[src/rtl/pulse_stretcher_if.sv]
// Purpose : request/status bundle between a pulse source and pulse_stretcher.
// Latency : n/a (wires only).
// Backpressure: none; the pulse source sees busy/pending/overflow as status.
//
// Signals:
//   pulse_in        source -> stretcher  single-cycle request (may repeat every cycle)
//   clear_overflow  source -> stretcher  clears the sticky overflow flag
//   signal_out      stretcher -> far end stretched level, registered
//   busy            stretcher -> source  window in progress or pulses pending
//   pending         stretcher -> source  accepted pulses not yet started
//   overflow        stretcher -> source  sticky, a pulse was dropped
interface pulse_stretcher_if #(
  parameter int CNT_W = 4
) ();
  logic             pulse_in;
  logic             clear_overflow;
  logic             signal_out;
  logic             busy;
  logic [CNT_W-1:0] pending;
  logic             overflow;

  // master: the local pulse source
  modport master (
    output pulse_in,
    output clear_overflow,
    input  signal_out,
    input  busy,
    input  pending,
    input  overflow
  );

  // slave: the stretcher itself
  modport slave (
    input  pulse_in,
    input  clear_overflow,
    output signal_out,
    output busy,
    output pending,
    output overflow
  );
endinterface

[src/rtl/pulse_stretcher.sv]
// Purpose : turns single-cycle request pulses into HIGH_CYCLES-wide level windows
//           separated by at least LOW_CYCLES low cycles, for a far-domain edge detector.
// Latency : pulse at cycle t (idle, nothing pending) -> signal_out high on t+1..t+HIGH_CYCLES.
// Backpressure: none; pulses during a window are queued in a saturating counter,
//               excess pulses are dropped and flagged by sticky overflow.
//
// Ports:
//   clock   in   single clock, posedge
//   reset   in   synchronous, active-high
//   bus     slave modport of pulse_stretcher_if (pulse_in, clear_overflow in;
//           signal_out, busy, pending, overflow out -- all outputs registered)
module pulse_stretcher #(
  parameter int HIGH_CYCLES = 4,
  parameter int LOW_CYCLES  = 4,
  parameter int CNT_W       = 4
) (
  input  logic               clock,
  input  logic               reset,
  pulse_stretcher_if.slave   bus
);

  // Phase counter must hold the longer of the two window lengths minus one.
  localparam int PH_MAX = (HIGH_CYCLES > LOW_CYCLES) ? HIGH_CYCLES : LOW_CYCLES;
  localparam int PH_W   = (PH_MAX > 1) ? $clog2(PH_MAX) : 1;

  localparam logic [PH_W-1:0]  HIGH_LOAD = PH_W'(HIGH_CYCLES - 1);
  localparam logic [PH_W-1:0]  LOW_LOAD  = PH_W'(LOW_CYCLES - 1);
  localparam logic [PH_W-1:0]  PH_ONE    = PH_W'(1);
  localparam logic [CNT_W-1:0] PEND_MAX  = {CNT_W{1'b1}};
  localparam logic [CNT_W-1:0] PEND_ONE  = CNT_W'(1);

  typedef enum logic [1:0] {
    ST_IDLE = 2'd0,
    ST_HIGH = 2'd1,
    ST_LOW  = 2'd2
  } state_t;

  state_t           state_q, state_d;
  logic [PH_W-1:0]  phase_q, phase_d;
  logic [CNT_W-1:0] pending_q, pending_d;
  logic             overflow_q, overflow_d;
  logic             busy_q, busy_d;
  logic             signal_q, signal_d;

  logic             phase_done;
  logic             window_free;
  logic             start_window;
  logic             accept;
  logic             drop;

  // ---------------------------------------------------------------------------
  // Start / accept / drop decisions
  // ---------------------------------------------------------------------------
  always_comb begin
    phase_done   = (phase_q == '0);
    // A new window may begin from idle, or seamlessly on the final LOW cycle.
    window_free  = (state_q == ST_IDLE) || ((state_q == ST_LOW) && phase_done);
    start_window = window_free && (bus.pulse_in || (pending_q != '0));
    // A full counter can still take a pulse when a start frees a slot the same cycle.
    accept       = bus.pulse_in && !((pending_q == PEND_MAX) && !start_window);
    drop         = bus.pulse_in && (pending_q == PEND_MAX) && !start_window;
  end

  // ---------------------------------------------------------------------------
  // FSM state register
  // ---------------------------------------------------------------------------
  always_ff @(posedge clock) begin
    if (reset) begin
      state_q <= ST_IDLE;
      phase_q <= '0;
    end else begin
      state_q <= state_d;
      phase_q <= phase_d;
    end
  end

  // ---------------------------------------------------------------------------
  // FSM next state; phase counts down to zero, zero marks the last cycle
  // ---------------------------------------------------------------------------
  always_comb begin
    state_d = state_q;
    phase_d = phase_q;
    case (state_q)
      ST_IDLE: begin
        if (start_window) begin
          state_d = ST_HIGH;
          phase_d = HIGH_LOAD;
        end
      end
      ST_HIGH: begin
        if (phase_done) begin
          state_d = ST_LOW;
          phase_d = LOW_LOAD;
        end else begin
          phase_d = phase_q - PH_ONE;
        end
      end
      ST_LOW: begin
        if (phase_done) begin
          if (start_window) begin
            state_d = ST_HIGH;
            phase_d = HIGH_LOAD;
          end else begin
            state_d = ST_IDLE;
            phase_d = '0;
          end
        end else begin
          phase_d = phase_q - PH_ONE;
        end
      end
      default: begin
        state_d = ST_IDLE;
        phase_d = '0;
      end
    endcase
  end

  // ---------------------------------------------------------------------------
  // Pending counter, overflow flag and registered outputs
  // ---------------------------------------------------------------------------
  always_comb begin
    pending_d = pending_q;
    // accept and start together leave the count unchanged (pulse used directly
    // or one queued pulse replaced by the new one); start implies a pulse or a
    // non-zero count, so the decrement never underflows.
    case ({accept, start_window})
      2'b10:   pending_d = pending_q + PEND_ONE;
      2'b01:   pending_d = pending_q - PEND_ONE;
      default: pending_d = pending_q;
    endcase

    // Set has priority over a simultaneous clear.
    overflow_d = drop || (overflow_q && !bus.clear_overflow);

    busy_d   = (state_d != ST_IDLE) || (pending_d != '0);
    signal_d = (state_d == ST_HIGH);
  end

  always_ff @(posedge clock) begin
    if (reset) begin
      pending_q  <= '0;
      overflow_q <= 1'b0;
      busy_q     <= 1'b0;
      signal_q   <= 1'b0;
    end else begin
      pending_q  <= pending_d;
      overflow_q <= overflow_d;
      busy_q     <= busy_d;
      signal_q   <= signal_d;
    end
  end

  assign bus.signal_out = signal_q;
  assign bus.busy       = busy_q;
  assign bus.pending    = pending_q;
  assign bus.overflow   = overflow_q;

endmodule

[src/flat_wrapper.sv]
// flat-port wrapper written by rule: the top's interface ports become plain ports
module pulse_stretcher_flat 
#(
  parameter int HIGH_CYCLES = 4,
  parameter int LOW_CYCLES  = 4,
  parameter int CNT_W       = 4
)
  (clock, reset, bus_pulse_in, bus_clear_overflow, bus_signal_out, bus_busy, bus_pending, bus_overflow);
  pulse_stretcher_if #(.CNT_W(CNT_W)) bus_i ();
  input  logic clock;
  input  logic reset;
  input wire logic [$bits(bus_i.pulse_in)-1:0] bus_pulse_in;
  input wire logic [$bits(bus_i.clear_overflow)-1:0] bus_clear_overflow;
  output wire logic [$bits(bus_i.signal_out)-1:0] bus_signal_out;
  output wire logic [$bits(bus_i.busy)-1:0] bus_busy;
  output wire logic [$bits(bus_i.pending)-1:0] bus_pending;
  output wire logic [$bits(bus_i.overflow)-1:0] bus_overflow;
  assign bus_i.pulse_in = bus_pulse_in;
  assign bus_i.clear_overflow = bus_clear_overflow;
  assign bus_signal_out = bus_i.signal_out;
  assign bus_busy = bus_i.busy;
  assign bus_pending = bus_i.pending;
  assign bus_overflow = bus_i.overflow;
  pulse_stretcher #(.HIGH_CYCLES(HIGH_CYCLES), .LOW_CYCLES(LOW_CYCLES), .CNT_W(CNT_W)) u_core (.clock(clock), .reset(reset), .bus(bus_i));
endmodule
[config.mk]
export PLATFORM = sky130hd
export DESIGN_NAME = pulse_stretcher_flat
export DESIGN_NICKNAME = d
export VERILOG_FILES = /design/src/rtl/pulse_stretcher_if.sv /design/src/rtl/pulse_stretcher.sv /design/src/flat_wrapper.sv
export SDC_FILE = /design/constraint.sdc
export NUM_CORES = 1
export LEC_CHECK = 0
export ABC_AREA = 1
export CORE_ASPECT_RATIO = 1.4
export CORE_MARGIN = 5
export CORE_UTILIZATION = 35
export CTS_CLUSTER_SIZE = 8
export DETAILED_ROUTE_END_ITERATION = 8
export PLACE_DENSITY = 0.56
export SYNTH_ARGS = -nofsm -noshare
export SYNTH_HDL_FRONTEND = slang
export SYNTH_SLANG_ARGS = --single-unit
[constraint.sdc]
create_clock -name clock -period 2.2 [get_ports clock]
set_input_delay 0.22 -clock clock [delete_from_list [all_inputs] [get_ports clock]]
set_output_delay 0.22 -clock clock [all_outputs]
set_load 0.02 [all_outputs]
==> flow_summary.yaml <==
layout:
  nets: 133
  area_growth_pct: 19.4
  fin_util_pct: 44.8
  n_fill_cell: 215
  final_common_cell: "nand2_1"
  final_cell_mix: "nand2_1, dfxtp_1, inv_1, clkdlybuf4s50_1"
  diodes: 0
  stdcell_count: 146
  drive_gt1_share_pct: 20.8
timing:
  fin_crit_ns: 1.91
  rsz0062_at_grt: "no"
  fin_tns_setup_ns: 0
  max-slew-margin-rel_pct: 79.7
  setup_ws_ns: 0.285
  setup_violations: 0
  period_share_pct: 87.0
  worstMarginPinSlew_ns: 0.303
  drv_slew: 0
  fmax_ghz: 0.522
  fin_skew_ns: 0.00212
  hold_viol_final: 0
power:
  ir_drop_v: 0.000797
  switchingPower_uw: 779
  seq_power_share_pct: 24.6
  combPwrFrac_pct: 66.0
  internal_power_uw: 731
  clkPwrFrac_pct: 9.4
  sw_frac_of_total_pct: 51.6
  power.density_mw_per_mm2: 1690
  p_leak_uw: 0.000447
clock_tree:
  clkSlewWorstSetupHoldPaths_ns: 0.07
  post_cts_buffers: 0
  clock_latency_ns: 0.27
  cts_tree: "yes"
  root_buffer: "clkbuf_4"
  cts.path.max_buffers: 2
  cts_resized: 0
  cts_num_sinks: 11
  cts_max_level: 1
  cts_buffers: 3
  postCtsHoldBufs: 0
worst_hold_path:
  whs_path_depth: 2
  hold_path.class: "reg -> reg"
  min-delay-start: "u_core.bus.overflow$_SDFF_PP0_"
  hold_end: "u_core.bus.overflow$_SDFF_PP0_"
routing:
  ant_nets: 0
  initialDrtViolationCount: 11
  wl_mm: 1.67
  wl_per_cell_um: 11.5
  dr.pass1.iters: 4
  viasPerCell: 4.90
  via_count: 716
  drc: 0
flow_run:
  drv_cap: 0
floorplanning:
  io_pins: 11
  initial_core_util_pct: 37.5
  core-area_mm2: 0.00200
  die_y_um: 64.8
  fp.dieW_um: 49.1
  rows: 19
  die-area_mm2: 0.00318
synthesis:
  syn_inst: 112
  syn_nets: 119
  syn_area_per_cell_um2: 6.69
  yosysTopAreaCell: "dfxtp_1"
  yosysWarnings: 0
  synthTopCellsByArea: "dfxtp_1, nand2_1, nand2_2"
  synth-seq-area-share_pct: 29.4
  synth_cell_types: 24
  netlist_area_um2: 749
  synth_top_area_share_pct: 29.4
  ys_ff_latch: 11
global_routing:
  grt_util_met2_pct: 21.0
  grt_usage_pct: 12.6
  grt_busiest_layer: "met2"
  antenna_found_initial: 0
  met1_usage_pct: 14.7
  grt_pass1_wl_mm: 3.19
  grt_max_degree: 12
  grt_pass1_vias: 722
  overflow: 0
  use_met3_pct: 3.21
worst_setup_path:
  cp-start-kind: "register"
  cp_data_required_time_ns: 2.36
  r2r-end: "u_core.bus.busy$_SDFF_PP0_"
  critPathKind: "reg -> reg"
  reg2reg_slack_ns: 0.29
  cp-end-kind: "register"
  crit_arrival_ns: 2.07
  critical_path_peak_fanout: 8
  timing.rr.start: "u_core.phase_q[0]$_SDFFE_PP0P_"
  reg2reg_depth: 14
placed_design:
  dpl.hpwl_mm: 1.31
  gp_congestion: 0.814
  io_buffer_count: 10
  place_ws_ns: 0.288
  dp_cells: 142
status:
  status: "complete, no violations"
-- metal layers --
layer / vias up / part of all wire (%) / wire [um]
met1: 322 / 46 / 762
met2: 8 / 51 / 851
met4: 0 / 0.72 / 12
li1: 384 / - / -
met3: 2 / 2.8 / 46
met5: - / 0 / 0
-- Yosys cell counts --
cell      count
dfxtp_1      11
nand2_1      34
buf_1         1
nor3_1        2
inv_1        10
a21boi_0      1
inv_2         7
nand3_4       1
nor2_1        8
nand3_1       8
nand3b_1      1
nand3_2       1
a21oi_2       1
buf_6         1
ha_1          3
nand4_1       4
nor3_2        1
nor2_4        1
a21oi_1       3
o211ai_1      1
nand2_2       7
nand2_4       1
a221oi_1      2
nor2_2        2
-- final cells by class --
class | count | area (um2) | share of cell area, %
Clock buffer | 4 | 26.3 | 2.94
Tap cell | 21 | 26.3 | 2.94
Timing Repair Buffer | 11 | 108 | 12.0
Multi-Input combinational cell | 82 | 450 | 50.3
Inverter | 17 | 63.8 | 7.13
Sequential cell | 11 | 220 | 24.6
-- kinds of logic (layout without fill, tap and decap cells) --
group	after synthesis	after routing	share of synthesized area [%]
compound gates	8	8	7.51
fa+ha+maj	3	3	5.01
buf+inv	19	32	10.5
flops	11	11	29.4
simple gates	71	71	47.6
-- per-stage QoR --
step / total power (uW) / hold WS [ns] / cell area, um2
2_1_floorplan: 1130 / 0.381 / 749
3_3_place_gp: 1370 / 0.450 / 868
3_5_place_dp: 1380 / 0.461 / 868
4_1_cts: 1530 / 0.473 / 895
5_1_grt: 1680 / 0.500 / 895
6_report: 1510 / 0.466 / 895
-- worst max-delay path by stage --
| stage | endpoint | depth (start not counted) | start |
|---|---|---|---|
| finish | u_core.bus.busy$_SDFF_PP0_ | 14 | u_core.phase_q[0]$_SDFFE_PP0P_ |
| global route | u_core.bus.busy$_SDFF_PP0_ | 14 | u_core.phase_q[0]$_SDFFE_PP0P_ |
| CTS | u_core.bus.busy$_SDFF_PP0_ | 14 | u_core.phase_q[0]$_SDFFE_PP0P_ |
| detailed placement | u_core.bus.busy$_SDFF_PP0_ | 14 | u_core.phase_q[0]$_SDFFE_PP0P_ |
| global placement | u_core.bus.busy$_SDFF_PP0_ | 14 | u_core.phase_q[0]$_SDFFE_PP0P_ |
| floorplan | u_core.bus.busy$_SDFF_PP0_ | 16 | u_core.phase_q[0]$_SDFFE_PP0P_ |
-- state kept, by name (all words and copies together) (netlist names) --
name / cells
u_core.bus.busy: 1
u_core.bus.signal_out: 1
u_core.bus.overflow: 1
u_core.bus.pending: 4
u_core.phase_q: 2
u_core.state_q: 2
-- power by group through the flow --
stage / Sequential (uW) / Combinational (uW) / Clock, uW
3_5_place_dp: 377 / 1000 / 0
5_1_grt: 390 / 1130 / 164
3_3_place_gp: 376 / 995 / 0
6_report: 371 / 997 / 142
4_1_cts: 372 / 1010 / 149
2_1_floorplan: 417 / 708 / 0
-- critical path, stage by stage, from the launching register on --
cell,delay [ns]
dfxtp_1,0.32
inv_1,0.09
ha_1,0.28
nand2_2,0.10
nand2_4,0.12
nand4_1,0.11
nand2_1,0.09
inv_1,0.04
ha_1,0.26
inv_1,0.05
nand2_1,0.04
nand2_1,0.09
nand3_1,0.08
nand2_1,0.07
nand3_1,0.07
Power figures use the tool's default switching activity.
